<file path="config.mk">
export PLATFORM = sky130hd
export DESIGN_NAME = netbus_packer_flat
export DESIGN_NICKNAME = d
export VERILOG_FILES = /design/src/rtl/netbus_packer_pkg.sv /design/src/rtl/netbus_packer_if.sv /design/src/rtl/netbus_packer.sv /design/src/flat_wrapper.sv
export SDC_FILE = /design/constraint.sdc
export NUM_CORES = 1
export LEC_CHECK = 0
export CORE_MARGIN = 4
export CORE_UTILIZATION = 45
export DETAILED_ROUTE_END_ITERATION = 16
export PLACE_DENSITY_LB_ADDON = 0.1
export SLEW_MARGIN = 20
export SYNTH_ARGS = -nofsm -noshare
export SYNTH_HDL_FRONTEND = slang
export SYNTH_SLANG_ARGS = --single-unit
export TNS_END_PERCENT = 10
</file>
<file path="constraint.sdc">
create_clock -name clk -period 6.7 [get_ports clk]
set_input_delay 1.34 -clock clk [delete_from_list [all_inputs] [get_ports clk]]
set_output_delay 1.34 -clock clk [all_outputs]
set_load 0.01 [all_outputs]
</file>
<file path="src/rtl/netbus_packer_pkg.sv">
// Shared NetBus definitions: field layout of a NetBus word and the packer FSM
// state type. Reused by the packer, multiplexer and router blocks.
package netbus_packer_pkg;

    localparam int LANE_W  = 9;   // {tag, byte[7:0]}
    localparam int COUNT_W = 4;   // wide enough for COUNT = 15 without wrapping
    localparam int ROUTE_W = 8;

    // Packet FSM: IDLE means no packet is open, BODY means one is open.
    typedef enum logic {
        IDLE = 1'b0,
        BODY = 1'b1
    } pkt_state_t;

    // Width of a NetBus word holding dw lanes plus route/SOP/EOP/COUNT.
    function automatic int netbus_word_w(input int dw);
        return dw * LANE_W + 14;
    endfunction

    // Field offsets inside a NetBus word; all fields sit above the lanes.
    function automatic int route_lsb(input int dw);
        return dw * LANE_W + 6;
    endfunction

    function automatic int sop_bit(input int dw);
        return dw * LANE_W + 5;
    endfunction

    function automatic int eop_bit(input int dw);
        return dw * LANE_W + 4;
    endfunction

    function automatic int count_lsb(input int dw);
        return dw * LANE_W;
    endfunction

endpackage

</file>
<file path="src/rtl/netbus_packer_if.sv">
// Byte-in / word-out handshake bundle of the NetBus packer.
// slave is the packer's view, master is the view of the logic around it.
interface netbus_packer_if #(
    parameter int DATA_WIDTH = 4
);
    import netbus_packer_pkg::*;

    logic [LANE_W-1:0]                    in_data;
    logic [ROUTE_W-1:0]                   in_route;
    logic                                 in_last;
    logic                                 in_valid;
    logic                                 in_ready;
    logic [netbus_word_w(DATA_WIDTH)-1:0] wdata;
    logic                                 wvalid;
    logic                                 wready;

    modport master (
        output in_data, in_route, in_last, in_valid, wready,
        input  in_ready, wdata, wvalid
    );

    modport slave (
        input  in_data, in_route, in_last, in_valid, wready,
        output in_ready, wdata, wvalid
    );

endinterface

</file>
<file path="src/rtl/netbus_packer.sv">
// NetBus packer: gathers bytes into DATA_WIDTH-lane NetBus words, tagging each
// word with the packet route, SOP/EOP and the number of valid lanes.
// One accumulator feeds one output register, so up to two words can be held
// while the NetBus side is stalled.
module netbus_packer
    import netbus_packer_pkg::*;
#(
    parameter int DATA_WIDTH = 4   // lanes per word, 1..15
) (
    input  logic           clk,
    input  logic           reset,
    netbus_packer_if.slave bus
);

    localparam int WORD_W    = netbus_word_w(DATA_WIDTH);
    localparam int ROUTE_LSB = route_lsb(DATA_WIDTH);
    localparam int SOP_BIT   = sop_bit(DATA_WIDTH);
    localparam int EOP_BIT   = eop_bit(DATA_WIDTH);
    localparam int COUNT_LSB = count_lsb(DATA_WIDTH);
    localparam logic [COUNT_W-1:0] FULL_COUNT = COUNT_W'(DATA_WIDTH);

    typedef logic [DATA_WIDTH-1:0][LANE_W-1:0] lanes_t;

    pkt_state_t         state_q, state_d;
    lanes_t             acc_lanes_q, acc_lanes_d;
    logic [COUNT_W-1:0] acc_count_q, acc_count_d;
    logic               acc_done_q, acc_done_d;
    logic               acc_sop_q, acc_sop_d;
    logic               acc_eop_q, acc_eop_d;
    logic [ROUTE_W-1:0] route_q;
    logic               ready_en_q;
    logic [WORD_W-1:0]  word_d;
    logic [WORD_W-1:0]  wdata_q;
    logic               wvalid_q;

    logic out_free;   // output register can take a word at the next edge
    logic load;       // completed accumulator moves to the output register
    logic accept;     // byte transfer on the input side

    assign out_free = !wvalid_q || bus.wready;
    assign load     = acc_done_q && out_free;
    // Stall only when a finished word has nowhere to go; in_valid is not used.
    assign bus.in_ready = ready_en_q && !(acc_done_q && !out_free);
    assign accept       = bus.in_valid && bus.in_ready;

    assign bus.wdata  = wdata_q;
    assign bus.wvalid = wvalid_q;

    // Packet FSM next state: a last byte always closes the packet.
    always_comb begin
        // NOTE: every always_comb output gets a default first so no path leaves it unassigned (no latch).
        state_d = state_q;
        if (accept) begin
            state_d = bus.in_last ? IDLE : BODY;
        end
    end

    // Packet FSM state register.
    always_ff @(posedge clk) begin
        // NOTE: sequential state uses non-blocking assignments so every flop samples pre-edge values.
        if (reset) begin
            state_q <= IDLE;
        end else begin
            state_q <= state_d;
        end
    end

    // Accumulator next state: empty it on load, then append any accepted byte.
    always_comb begin
        acc_lanes_d = acc_lanes_q;
        acc_count_d = acc_count_q;
        acc_done_d  = acc_done_q;
        acc_sop_d   = acc_sop_q;
        acc_eop_d   = acc_eop_q;

        if (load) begin
            acc_count_d = '0;
            acc_done_d  = 1'b0;
        end

        if (accept) begin
            // First byte of a word: clear all lanes so unused lanes read zero.
            if (acc_count_d == '0) begin
                acc_lanes_d = '0;
                acc_sop_d   = (state_q == IDLE);
            end
            for (int i = 0; i < DATA_WIDTH; i++) begin
                if (acc_count_d == COUNT_W'(i)) begin
                    acc_lanes_d[i] = bus.in_data;
                end
            end
            acc_count_d = acc_count_d + COUNT_W'(1);
            acc_done_d  = bus.in_last || (acc_count_d == FULL_COUNT);
            acc_eop_d   = bus.in_last;
        end
    end

    // Accumulator control, packet route latch and post-reset ready enable.
    always_ff @(posedge clk) begin
        if (reset) begin
            acc_count_q <= '0;
            acc_done_q  <= 1'b0;
            acc_sop_q   <= 1'b0;
            acc_eop_q   <= 1'b0;
            route_q     <= '0;
            ready_en_q  <= 1'b0;
        end else begin
            acc_count_q <= acc_count_d;
            acc_done_q  <= acc_done_d;
            acc_sop_q   <= acc_sop_d;
            acc_eop_q   <= acc_eop_d;
            ready_en_q  <= 1'b1;
            // Route is taken from the first byte only; later changes are ignored.
            if (accept && state_q == IDLE) begin
                route_q <= bus.in_route;
            end
        end
    end

    // Accumulator lane storage.
    always_ff @(posedge clk) begin
        // NOTE: lane data is not reset; lanes are cleared when a word's first byte arrives and are only read with a valid count.
        acc_lanes_q <= acc_lanes_d;
    end

    // Assemble the outgoing NetBus word from the completed accumulator.
    always_comb begin
        word_d                              = '0;
        word_d[ROUTE_LSB +: ROUTE_W]        = route_q;
        word_d[SOP_BIT]                     = acc_sop_q;
        word_d[EOP_BIT]                     = acc_eop_q;
        word_d[COUNT_LSB +: COUNT_W]        = acc_count_q;
        word_d[DATA_WIDTH*LANE_W-1:0]       = acc_lanes_q;
    end

    // Output register: load a finished word, otherwise hold until taken.
    always_ff @(posedge clk) begin
        if (reset) begin
            wvalid_q <= 1'b0;
            wdata_q  <= '0;
        end else if (load) begin
            wvalid_q <= 1'b1;
            wdata_q  <= word_d;
        end else if (bus.wready) begin
            wvalid_q <= 1'b0;
        end
    end

endmodule
</file>
<file path="src/flat_wrapper.sv">
// flat-port wrapper written by rule: the top's interface ports become plain ports
module netbus_packer_flat import netbus_packer_pkg::*;
#(
    parameter int DATA_WIDTH = 4                           
)
  (clk, reset, bus_in_data, bus_in_route, bus_in_last, bus_in_valid, bus_wready, bus_in_ready, bus_wdata, bus_wvalid);
  netbus_packer_if #(.DATA_WIDTH(DATA_WIDTH)) bus_i ();
  input  logic clk;
  input  logic reset;
  input wire logic [$bits(bus_i.in_data)-1:0] bus_in_data;
  input wire logic [$bits(bus_i.in_route)-1:0] bus_in_route;
  input wire logic [$bits(bus_i.in_last)-1:0] bus_in_last;
  input wire logic [$bits(bus_i.in_valid)-1:0] bus_in_valid;
  input wire logic [$bits(bus_i.wready)-1:0] bus_wready;
  output wire logic [$bits(bus_i.in_ready)-1:0] bus_in_ready;
  output wire logic [$bits(bus_i.wdata)-1:0] bus_wdata;
  output wire logic [$bits(bus_i.wvalid)-1:0] bus_wvalid;
  assign bus_i.in_data = bus_in_data;
  assign bus_i.in_route = bus_in_route;
  assign bus_i.in_last = bus_in_last;
  assign bus_i.in_valid = bus_in_valid;
  assign bus_i.wready = bus_wready;
  assign bus_in_ready = bus_i.in_ready;
  assign bus_wdata = bus_i.wdata;
  assign bus_wvalid = bus_i.wvalid;
  netbus_packer #(.DATA_WIDTH(DATA_WIDTH)) u_core (.clk(clk), .reset(reset), .bus(bus_i));
endmodule
</file>
Word-level counts from Yosys, hierarchy flattened
Cells that the tools add are included.
W data, S select, Z words.
{"block": "op_classes", "n_addsub": 1, "n_eq_ne": 4, "mux": 13, "n_bitwise": 1, "n_reduce_logical": 20}
{"cell": "$mux W36", "n": 1}
{"cell": "$mux W9", "n": 4}
{"cell": "$reduce_bool A2 Y1", "n": 5}
{"cell": "$eq A4 B2 Y1 const B", "n": 2}
{"cell": "$mux W4", "n": 2}
{"cell": "$reduce_and A2 Y1", "n": 4}
{"cell": "$mux W1", "n": 6}
{"cell": "$logic_and A1 B1 Y1", "n": 5}
{"cell": "$add A4 B1 Y4 const B", "n": 1}
{"cell": "$eq A4 B1 Y1 const B", "n": 1}
{"cell": "$eq A4 B3 Y1 const B", "n": 1}
{"cell": "$logic_not A4 Y1", "n": 1}
{"cell": "$logic_not A1 Y1", "n": 3}
{"cell": "$logic_or A1 B1 Y1", "n": 2}
{"cell": "$not A1 Y1", "n": 1}
{"block": "totals", "ff_bits": 104, "input_bits": 22, "out_inout_bits": 52, "elab_cells": 52}

Longest topological paths before layout
{"block": "logic_depth", "word_depth": 8, "ltp_mapped": 8, "mapped_depth_nobuf": 7}

Worst setup path before layout
Ideal clock, no wire load.
{"block": "synth_timing", "kind": "input-to-reg", "from": "in bus_wready", "to": "reg u_core.acc_lanes_q[18] (netlist bit), enable pin", "setup_time_ns": 0.378, "arrival_time_ns": 2.723, "required_time_ns": 6.322, "path_slack_ns": 3.600, "stages": 7, "path_cell_list": "nand2b_1 > nand2_1 > buf_2 > and2_1 > ha_1 > o21ai_0 > a21oi_1"}
{"block": "synth_via", "elab_chain_cells": 7}
{"element": "start: declaration", "line": "flat_wrapper.sv:14", "text": "input wire logic [$bits(bus_i.wready)-1:0] bus_wready;"}
{"element": "$logic_or A1 B1 Y1 *", "line": "netbus_packer.sv:40", "text": "assign out_free = !wvalid_q || bus.wready;"}
{"element": "branches (longest 5 deep; another with $mux W4)"}
{"element": "$reduce_and A2 Y1 (no source line) *"}
{"element": "end signal: assignment", "line": "netbus_packer.sv:123", "text": "acc_lanes_q <= acc_lanes_d;"}
{"element": "end: declaration", "line": "netbus_packer.sv:25", "text": "lanes_t acc_lanes_q, acc_lanes_d;"}
Every way passes the cells marked *.
A chain may end at the register's enable or synchronous reset.

Worst setup path after layout
{"block": "layout_timing", "from": "in bus_wready", "to": "reg u_core.acc_lanes_q[14] (netlist bit), enable pin"}
{"block": "layout_via", "elab_chain_cells": 7}
{"element": "$logic_or A1 B1 Y1 *", "line": "netbus_packer.sv:40"}
{"element": "branches (longest 5 deep; another with $mux W4)"}
{"element": "$reduce_and A2 Y1 (no source line) *"}
Marked as above.

==> impl_metrics.tcl <==
set metrics [dict create \
    dp.cells 546 \
    drt-initial-drc-count 118 \
    grt_pass1_vias 2685 \
    grt_pass1_wl_um 13300 \
    post-place-ws_ns 2.05 \
    routabilityCongestion 0.798 \
    die_w_um 101 \
    fin_cells 562 \
    clkTransAtPathRegs_ns 0.09 \
    synth.most_common_cell "nand2_1" \
    htree_levels 3 \
    dr.pass1.iters 4 \
    routed.top_layer "met4" \
    insertion_delay_ns 0.36 \
    drt-total-wl_um 8060 \
    rows 33 \
    vias_per_cell 4.99 \
    ys.warnings.count 0 \
    cts_hold_buffers 0 \
    yosysUniqueCellTypes 30 \
    cp-end-kind "flip-flop" \
    powerDensity_nw_per_um2 235 \
    synth.area.top_cells "dfxtp_1 (35%), edfxtp_1 (28%), nand2_1 (10%)" \
    synth-edff-count 36 \
    status "complete, no violations" \
    wl_met2_um 3540 \
    coreArea_um2 8300 \
    crit_fanout 56 \
    cts_tree "built" \
    grt_setup_unrepaired "no" \
    hp-class "reg -> reg" \
    setup_viol 0 \
    grt_max_degree 68 \
    nets 477 \
    synthToLayoutAreaGrowth_pct 24.5 \
    root_buffer "clkbuf_8" \
    max_freq_mhz 237 \
    wl_met1_um 3970 \
    dp_hpwl_um 5330 \
    synth_cells 387 \
    skew_ns 0.00952 \
    netlist_area_um2 3880 \
    port_buffers 73 \
    period_minus_slack_ns 4.22 \
    slew_violations 0 \
    diodes 0 \
    syn_nets 412 \
    drive_above_1_share_pct 5.03 \
    yosysTopAreaCell "dfxtp_1" \
    yosysTopAreaCellShare_pct 35.1 \
    antenna_found_initial 0 \
    ys_seq_area_share_pct 62.9 \
    fin_crit_sh_pct 63.0 \
    grt_overflow_total 0 \
    drc_errors 0 \
    grt.total_usage_pct 16.7 \
    postCtsSetupBuffers 0 \
    cts_buffer_depth 2 \
    die_y_um 101 \
    numCtsBuffers 9 \
    arrival_ns 4.22 \
    finalHoldViolations 0 \
    syn_avg_cell_area_um2 10.0 \
    wire_per_inst_um 14.3 \
    ys_seq_elements 104 \
    slew_headroom_pct 30.8 \
    vias 2803 \
    wl_met3_um 407 \
    dieArea_um2 10200 \
    cts_resized 0 \
    start_kind "input port" \
    synth_common_cells "nand2_1 (106), dfxtp_1 (68), a21oi_1 (59)" \
    critPathKind "in -> reg" \
    crit_required_ns 6.70 \
    tns_ns 0 \
    synth_ff_type "dfxtp_1" \
    cap_violations 0 \
    holdWs_ns 0.456 \
    power.leakage_uw 0.00166 \
    worst_slack_ns 2.48 \
    num-fill-cells 756 \
    ios 74 \
    synthArstFlopShare_pct 0 \
    ant_nets 0 \
    clock-sinks 104 \
    start_util_pct 46.8 \
    ir_drop_mv 0.0923 \
    worstMarginPinSlew_ns 1.03 \
]
[cell usage in the layout (no fill, tap or decap), types with 2 or more instances in the layout]
cell type and count:
buf_4 2, edfxtp_1 36, xnor2_1 3, dfxtp_1 68
o21a_1 2, nand2_1 105, nand3_1 3, and2_1 29
clkbuf_8 10, clkinv_2 2, clkdlybuf4s50_1 72, inv_1 5
o21ai_0 4, mux2i_1 9, nor2_1 17, nor2b_1 9
ha_1 3, a21oi_1 59
[final timing paths]
path	endpoint	cells after the start	slack (ns)	start
max reg2reg	u_core.acc_lanes_q[14]	7	3.65	u_core.bus.wvalid
min reg2reg	u_core.bus.wdata[33]	2	0.46	u_core.bus.wdata[33]
max	u_core.acc_lanes_q[14]	8	2.48	bus_wready
min	u_core.bus.wdata[33]	2	0.46	u_core.bus.wdata[33]
[worst max-delay path: stages]
cell and delay [ns]:
clkdlybuf4s50_1 0.48, nand2b_1 0.24, nand2_2 0.60, and2_1 0.47
inv_1 0.07, ha_1 0.15, o21ai_0 0.09, a21oi_1 0.72
[kinds of logic after synthesis]
logic type / synth area share (%)
adders and majority gates: 0.967
DFF: 62.9
xor gates and xnor gates: 0.677
buffers and inverters: 3.48
and+or+nand+nor: 20.6
AOI/OAI and AO/OA: 9.12
muxes: 2.32
[layer usage]
metal / up-vias / track usage (%)
met5: - / 0
li1: 1413 / -
met2: 72 / 24.8
met3: 11 / 3.25
met4: 0 / 6.44
met1: 1307 / 24.2
[cell type report]
cell class / instances / area (µm²) / area share (%)
clock inverter: 4 / 25.0 / 0.518
timing repair buffer: 75 / 741 / 15.3
multi-input combinational: 257 / 1310 / 27.1
clock buffer: 12 / 166 / 3.44
tap: 105 / 131 / 2.72
inverter: 5 / 18.8 / 0.388
sequential: 104 / 2440 / 50.5
[power by group]
group          internal (µW)  leakage (µW)  switching (µW)  total [µW]
logic                   34.7      0.000653            44.6        79.3
clock network            169      0.000102             206         374
registers                674      0.000901            9.25         683
[state kept, by name, summed over array words and instances, names as in the netlist]
register            cells
u_core.state_q          1
u_core.acc_done_q       1
u_core.route_q          8
u_core.ready_en_q       1
u_core.bus.wvalid       1
u_core.acc_sop_q        1
u_core.bus.wdata       50
u_core.acc_lanes_q     36
u_core.acc_eop_q        1
u_core.acc_count_q      4
[through the flow]
step	util, %	total power, µW	area [µm²]
2_1_floorplan	-	740	3880
3_3_place_gp	55.9	776	4640
3_5_place_dp	55.9	778	4640
4_1_cts	58.2	1150	4830
5_1_grt	58.2	1190	4830
6_report	58.2	1140	4830
(Power assumes the default switching activity.)
